==> src/rtl/interrupt_scheduler_pkg.sv <==
// Shared types and constants for the interrupt scheduler: mip bit layout,
// RISC-V interrupt priority order, privilege encodings and the FSM state enum.
package interrupt_scheduler_pkg;

    localparam int unsigned IRQ_W   = 12;
    localparam int unsigned IRQ_NUM = 6;

    localparam logic [3:0] IRQ_SSI = 4'd1;
    localparam logic [3:0] IRQ_MSI = 4'd3;
    localparam logic [3:0] IRQ_STI = 4'd5;
    localparam logic [3:0] IRQ_MTI = 4'd7;
    localparam logic [3:0] IRQ_SEI = 4'd9;
    localparam logic [3:0] IRQ_MEI = 4'd11;

    // Only these mip positions carry interrupts; everything else is ignored.
    localparam logic [IRQ_W-1:0] IRQ_MASK = 12'hAAA;

    // Index 0 is the highest priority.
    localparam logic [3:0] IRQ_PRIO [IRQ_NUM] = '{IRQ_MEI, IRQ_MSI, IRQ_MTI,
                                                  IRQ_SEI, IRQ_SSI, IRQ_STI};

    typedef enum logic [1:0] {
        PRIV_U = 2'd0,
        PRIV_S = 2'd1,
        PRIV_M = 2'd3
    } priv_e;

    typedef enum logic [1:0] {
        ST_IDLE,
        ST_HOLDOFF,
        ST_REQUEST,
        ST_COOLDOWN
    } interrupt_sched_state_t;

    function automatic int unsigned cnt_width(int unsigned a, int unsigned b);
        int unsigned m;
        m = (a > b) ? a : b;
        return (m == 0) ? 1 : $clog2(m + 1);
    endfunction

endpackage

==> src/rtl/interrupt_scheduler_if.sv <==
// Request/accept handshake between the interrupt scheduler and the
// global-control unit.
interface interrupt_scheduler_if;
    logic       interrupt_pending;
    logic [3:0] interrupt_code;
    logic       interrupt_to_s;
    logic       interrupt_taken;

    modport master (
        output interrupt_pending,
        output interrupt_code,
        output interrupt_to_s,
        input  interrupt_taken
    );

    modport slave (
        input  interrupt_pending,
        input  interrupt_code,
        input  interrupt_to_s,
        output interrupt_taken
    );
endinterface

==> src/rtl/interrupt_scheduler_priority_encoder.sv <==
// Picks the highest-priority qualified interrupt and reports whether it is
// delegated to S-mode. Purely combinational.
module interrupt_priority_encoder
    import interrupt_scheduler_pkg::*;
(
    input  logic [IRQ_W-1:0] qual,
    input  logic [IRQ_W-1:0] deleg,
    output logic             eligible,
    output logic [3:0]       code,
    output logic             to_s
);

    // NOTE: every output of a combinational block gets a default first so no
    // path through the block leaves it unassigned and infers a latch.
    always_comb begin
        code = '0;
        // Walk from lowest to highest priority so the last hit wins.
        for (int i = IRQ_NUM - 1; i >= 0; i--) begin
            if (qual[IRQ_PRIO[i]]) begin
                code = IRQ_PRIO[i];
            end
        end
    end

    assign eligible = |(qual & IRQ_MASK);
    assign to_s     = eligible & deleg[code];

endmodule

==> src/rtl/interrupt_scheduler.sv <==
// Qualifies pending interrupts against enables, delegation and privilege,
// then paces the winner through hold-off/request/cooldown toward gc_unit.
module interrupt_scheduler
    import interrupt_scheduler_pkg::*;
#(
    parameter int unsigned HOLDOFF_CYCLES  = 2,
    parameter int unsigned COOLDOWN_CYCLES = 1,
    parameter bit          INCLUDE_S_MODE  = 1'b1
) (
    input  logic             clk,
    input  logic             rst,
    input  logic [IRQ_W-1:0] mip,
    input  logic [IRQ_W-1:0] mie,
    input  logic [IRQ_W-1:0] mideleg,
    input  logic             mstatus_mie,
    input  logic             mstatus_sie,
    input  logic [1:0]       privilege,
    input  logic             block,
    interrupt_scheduler_if.master gc
);

    localparam int unsigned CNT_W = cnt_width(HOLDOFF_CYCLES, COOLDOWN_CYCLES);
    localparam logic [CNT_W-1:0] HOLD_LAST =
        CNT_W'((HOLDOFF_CYCLES  > 0) ? HOLDOFF_CYCLES  - 1 : 0);
    localparam logic [CNT_W-1:0] COOL_LAST =
        CNT_W'((COOLDOWN_CYCLES > 0) ? COOLDOWN_CYCLES - 1 : 0);

    interrupt_sched_state_t state_q, state_d;
    logic [CNT_W-1:0]       cnt_q, cnt_d;
    logic                   pending_q;
    logic [3:0]             code_q;
    logic                   to_s_q;

    logic [IRQ_W-1:0] deleg_eff;
    logic [IRQ_W-1:0] qual;
    logic             mach_ok;
    logic             deleg_ok;
    logic             eligible;
    logic [3:0]       win_code;
    logic             win_to_s;
    logic             go;

    assign deleg_eff = INCLUDE_S_MODE ? (mideleg & IRQ_MASK) : '0;

    // M-level traps are masked only while running in M with MIE clear;
    // S-level traps never preempt M and need SIE while in S.
    assign mach_ok  = (privilege != PRIV_M) | mstatus_mie;
    assign deleg_ok = (privilege == PRIV_U) | ((privilege == PRIV_S) & mstatus_sie);

    assign qual = mip & mie & ((deleg_eff & {IRQ_W{deleg_ok}}) |
                               (~deleg_eff & {IRQ_W{mach_ok}}));

    interrupt_priority_encoder u_prio (
        .qual     (qual),
        .deleg    (deleg_eff),
        .eligible (eligible),
        .code     (win_code),
        .to_s     (win_to_s)
    );

    assign go = eligible & ~block;

    always_comb begin
        state_d = state_q;
        cnt_d   = cnt_q;
        unique case (state_q)
            ST_IDLE: begin
                cnt_d = '0;
                if (go) begin
                    state_d = (HOLDOFF_CYCLES == 0) ? ST_REQUEST : ST_HOLDOFF;
                end
            end
            ST_HOLDOFF: begin
                if (!go) begin
                    state_d = ST_IDLE;
                    cnt_d   = '0;
                end else if (cnt_q == HOLD_LAST) begin
                    state_d = ST_REQUEST;
                    cnt_d   = '0;
                end else begin
                    cnt_d = cnt_q + 1'b1;
                end
            end
            ST_REQUEST: begin
                // Acceptance wins over a simultaneous withdrawal or block.
                if (gc.interrupt_taken) begin
                    state_d = (COOLDOWN_CYCLES == 0) ? ST_IDLE : ST_COOLDOWN;
                    cnt_d   = '0;
                end else if (!go) begin
                    state_d = ST_IDLE;
                end
            end
            ST_COOLDOWN: begin
                if (cnt_q == COOL_LAST) begin
                    state_d = ST_IDLE;
                    cnt_d   = '0;
                end else begin
                    cnt_d = cnt_q + 1'b1;
                end
            end
            default: begin
                state_d = ST_IDLE;
                cnt_d   = '0;
            end
        endcase
    end

    // NOTE: sequential state uses non-blocking assignments so every register
    // samples the pre-edge values, independent of statement order.
    always_ff @(posedge clk or posedge rst) begin
        if (rst) begin
            state_q   <= ST_IDLE;
            cnt_q     <= '0;
            pending_q <= 1'b0;
            code_q    <= '0;
            to_s_q    <= 1'b0;
        end else begin
            state_q   <= state_d;
            cnt_q     <= cnt_d;
            pending_q <= (state_d == ST_REQUEST);
            if (state_d == ST_REQUEST) begin
                code_q <= win_code;
                to_s_q <= win_to_s;
            end
        end
    end

    assign gc.interrupt_pending = pending_q;
    assign gc.interrupt_code    = code_q;
    assign gc.interrupt_to_s    = to_s_q;

    taken_without_request: assert property (
        @(posedge clk) disable iff (rst) gc.interrupt_taken |-> gc.interrupt_pending
    );

endmodule

==> src/flat_wrapper.sv <==
// flat-port wrapper written by rule: the top's interface ports become plain ports
module interrupt_scheduler_flat import interrupt_scheduler_pkg::*;
#(
    parameter int unsigned HOLDOFF_CYCLES  = 2,
    parameter int unsigned COOLDOWN_CYCLES = 1,
    parameter bit          INCLUDE_S_MODE  = 1'b1
)
  (clk, rst, mip, mie, mideleg, mstatus_mie, mstatus_sie, privilege, block, gc_interrupt_pending, gc_interrupt_code, gc_interrupt_to_s, gc_interrupt_taken);
  interrupt_scheduler_if gc_i ();
  input  logic clk;
  input  logic rst;
  input  logic [IRQ_W-1:0] mip;
  input  logic [IRQ_W-1:0] mie;
  input  logic [IRQ_W-1:0] mideleg;
  input  logic mstatus_mie;
  input  logic mstatus_sie;
  input  logic [1:0] privilege;
  input  logic block;
  output wire logic [$bits(gc_i.interrupt_pending)-1:0] gc_interrupt_pending;
  output wire logic [$bits(gc_i.interrupt_code)-1:0] gc_interrupt_code;
  output wire logic [$bits(gc_i.interrupt_to_s)-1:0] gc_interrupt_to_s;
  input wire logic [$bits(gc_i.interrupt_taken)-1:0] gc_interrupt_taken;
  assign gc_interrupt_pending = gc_i.interrupt_pending;
  assign gc_interrupt_code = gc_i.interrupt_code;
  assign gc_interrupt_to_s = gc_i.interrupt_to_s;
  assign gc_i.interrupt_taken = gc_interrupt_taken;
  interrupt_scheduler #(.HOLDOFF_CYCLES(HOLDOFF_CYCLES), .COOLDOWN_CYCLES(COOLDOWN_CYCLES), .INCLUDE_S_MODE(INCLUDE_S_MODE)) u_core (.clk(clk), .rst(rst), .mip(mip), .mie(mie), .mideleg(mideleg), .mstatus_mie(mstatus_mie), .mstatus_sie(mstatus_sie), .privilege(privilege), .block(block), .gc(gc_i));
endmodule
==> config.mk <==
export PLATFORM = sky130hd
export DESIGN_NAME = interrupt_scheduler_flat
export DESIGN_NICKNAME = d
export VERILOG_FILES = /design/src/rtl/interrupt_scheduler_pkg.sv /design/src/rtl/interrupt_scheduler_if.sv /design/src/rtl/interrupt_scheduler_priority_encoder.sv /design/src/rtl/interrupt_scheduler.sv /design/src/flat_wrapper.sv
export SDC_FILE = /design/constraint.sdc
export NUM_CORES = 1
export LEC_CHECK = 0
export ABC_AREA = 0
export CELL_PAD_IN_SITES_DETAIL_PLACEMENT = 1
export CELL_PAD_IN_SITES_GLOBAL_PLACEMENT = 1
export CORE_ASPECT_RATIO = 2
export CORE_MARGIN = 2
export CORE_UTILIZATION = 27
export DETAILED_ROUTE_END_ITERATION = 7
export HOLD_SLACK_MARGIN = 0.12
export PLACE_DENSITY_LB_ADDON = 0.1
export SYNTH_ARGS = -nofsm -noshare
export SYNTH_HDL_FRONTEND = slang
export SYNTH_SLANG_ARGS = --single-unit
==> constraint.sdc <==
create_clock -name clk -period 3 [get_ports clk]
set_clock_uncertainty 0.15 [all_clocks]
set_input_delay 0.9 -clock clk [delete_from_list [all_inputs] [get_ports clk]]
set_output_delay 0.9 -clock clk [all_outputs]
set_load 0.005 [all_outputs]
==> impl_metrics.toml <==
[worst_setup_path]
critPathKind = "in2reg"
slowest_stage = "clkdlybuf4s50_1"
rrSetupSlack_ns = 1.00
path_cells = "clkdlybuf4s50_1 -> and3b_2 -> a21oi_2 -> a21oi_2 -> or3b_4 -> o311ai_1 -> o32ai_1"
arrival_ns = 2.82
crit_path_max_fanout = 5
cp.buffers_inverters = 1
cp-start-kind = "input pin"
cp_common_cell = "a21oi_2"
slowest_delay_ns = 0.55
required_ns = 2.96
end_kind = "flip-flop"
path_delay_family = "simple AND/OR/NAND/NOR gates"

[clock_tree]
clock-root-buffer = "clkbuf_8"
ctsResizeCount = 0
insertion_delay_ns = 0.23
clockBufferDepth = 2
cts_setup_buffers = 0
cts.clk_slew.worst_paths_ns = 0.05
cts_buffers = 3
cts_tree = "done"
cts_hold_buf = 0
ctsHtreeMaxLevel = 1
cts.sinks = 10

[placement]
place_ws_ns = -0.143
gp_congestion = 0.766
dp_hpwl_mm = 2.22
post-place-cells = 160
port_buffers = 31

[yosys]
async_reset_ff_frac = 1.00
synth_compound_area_frac = 0.301
synthSimpleGateAreaFrac = 0.264
synth_seq_cells = 10
synth.area.mux_share = 0.0365
ys_warn_count = 0
post_synth.cell_area_avg_sq_um = 8.58
yosysTopAreaCell = "dfrtp_1"
synth_top_family_by_area = "compound AO/OA/AOI/OAI gates"
synthTopCellsByArea = "dfrtp_1 (30%), ha_1 (6.1%), a21oi_1 (4.9%), nand2_1 (4.6%), nand3_1 (4.3%)"
syn_area_sq_um = 823
ys_types = 32
synthCells = 96
synth-seq-area-share = 0.304
synth_top_area_frac = 0.304
syn_nets = 144
synth_ff_type = "dfrtp_1"
synth-edff-count = 0
synth_fa_ha_area_frac = 0.0608
synth_xor_area_frac = 0

[floorplanning]
die_h_um = 82.1
core_area_sq_um = 2940
io_pins = 50
dieArea_sq_um = 3530
start_util = 0.280
die_x_um = 43.0
rows = 28

[routing]
wl_per_cell_um = 15.1
vias = 889
postRouteAntennaNets = 0
route.detailed.drc = 0
wl_met3_um = 50
vias_per_cell = 5.42
wl_met1_um = 763
wl_met2_mm = 1.60
dr.max_layer_used = "met4"
drt_iter0_drc = 8
wirelength_mm = 2.48
dr.pass1.iters = 2

[power]
ir_worst_vdd_uv = 157
total_power_uw = 567
power_density_nw_per_um2 = 453
leakage_nw = 0.508

[cells_and_area]
final_cells = 164
areaGrowthSynthToFinish_pct = 52.3
nets = 183
antenna-diode-count = 0
drive_above_1_share = 0.149
nFillCells = 361

[timing]
drv_slew = 0
setup_ws_ns = 0.138
finalCritPeriodShare = 0.954
grt_setup_unrepaired = "no"
finalSetupViolCount = 0
layout_min_cycle_time_ns = 2.86
max_freq_ghz = 0.349
tightest_slew_ns = 0.393
finalHoldViolCount = 0
max-slew-margin-rel = 0.738

[global_routing]
grt_pass1_vias = 994
grtUsageTotal = 0.160
grt_max_degree = 11
grt.overflow.total = 0
antenna_found_initial = 0
grt_pass1_wl_mm = 4.26

[job]
cap_violations = 0

[min_path]
hp-class = "reg2reg"

[run_status]
status = "finished clean"
-- cell usage after synthesis (2+ instances only) --
master / n
a21oi_1: 8
a21oi_2: 2
a22oi_1: 2
a22oi_2: 2
a31oi_1: 3
dfrtp_1: 10
ha_1: 4
inv_1: 6
mux2i_1: 3
nand2_1: 10
nand2b_1: 3
nand3_1: 7
nand3b_1: 4
nor2_1: 8
o211ai_1: 2
o21ai_0: 3
o22ai_1: 2
o32ai_1: 2
or2_2: 2
-- sequential cells by signal, summed over array words and instances, names as in the netlist --
name	cells
u_core.cnt_q	2
u_core.gc.interrupt_to_s	1
u_core.gc.interrupt_code	4
u_core.gc.interrupt_pending	1
u_core.state_q	2
-- stage by stage --
| stage | cell area, sq um | util | TNS [ns] | hold WS [ns] |
|---|---|---|---|---|
| floorplan | 823 | - | 0 | 0.310 |
| global placement | 1200 | 0.406 | -0.0574 | 0.304 |
| detailed placement | 1200 | 0.406 | -0.144 | 0.315 |
| global route | 1250 | 0.426 | 0 | 0.349 |
| finish | 1250 | 0.426 | 0 | 0.323 |
| CTS | 1250 | 0.425 | 0 | 0.328 |
-- path summary, 6_finish.rpt --
| check | from | end | depth (start not counted) |
|---|---|---|---|
| min reg2reg | u_core.gc.interrupt_code[0] | u_core.gc.interrupt_code[0] | 1 |
| min | u_core.gc.interrupt_code[0] | u_core.gc.interrupt_code[0] | 1 |
| max reg2reg | u_core.cnt_q[1] | u_core.gc.interrupt_code[0] | 7 |
| max in group asynchronous | rst | u_core.gc.interrupt_code[1] | 2 |
| max | privilege[1] | u_core.gc.interrupt_to_s | 7 |
| min in group asynchronous | rst | u_core.gc.interrupt_pending | 2 |
-- placed cells by master, fill, tap and decap left out, drive strengths merged, types with 6 or more instances in the layout --
cell           synthesis  final
clkdlybuf4s50          0     31
nor2                   9      9
nand3                  7      7
a21oi                 10     10
nand2                 10     10
dfrtp                 10     10
inv                    6      6
-- layout make-up --
| cell class | instances | area (sq um) | area share |
|---|---|---|---|
| Sequential cell | 10 | 250 | 0.200 |
| Tap cell | 30 | 37.5 | 0.0299 |
| Clock buffer | 4 | 55.1 | 0.0439 |
| Multi-Input combinational cell | 79 | 548 | 0.437 |
| Inverter | 6 | 22.5 | 0.0180 |
| Timing Repair Buffer | 35 | 340 | 0.271 |
-- worst reg2reg max path: stages (launching register included) --
cell	delay, ns
dfrtp_1	0.41
inv_1	0.09
ha_1	0.23
and3_1	0.20
a21oi_1	0.24
a311oi_4	0.09
buf_4	0.19
or2_2	0.27
-- where the power goes --
part | switching [mW] | internal [mW] | leakage, nW | total (mW)
Clock | 0.0545 | 0.116 | 0.0288 | 0.170
Combinational | 0.0800 | 0.126 | 0.352 | 0.206
Sequential | 0.0219 | 0.169 | 0.127 | 0.191
Total | 0.156 | 0.411 | 0.508 | 0.567
-- cell families after synthesis --
kind of cell / after synthesis
adders and majority gates: 4
DFF: 10
and+or+nand+nor: 40
AOI/OAI and AO/OA: 32
buffers and inverters: 7
muxes: 3
-- routing by layer --
layer | track usage | vias up
li1 | - | 434
met1 | 0.133 | 435
met2 | 0.336 | 16
met3 | 0.0174 | 4
met4 | 0.0939 | 0
met5 | 0 | -
Power figures use the tool's default switching activity.
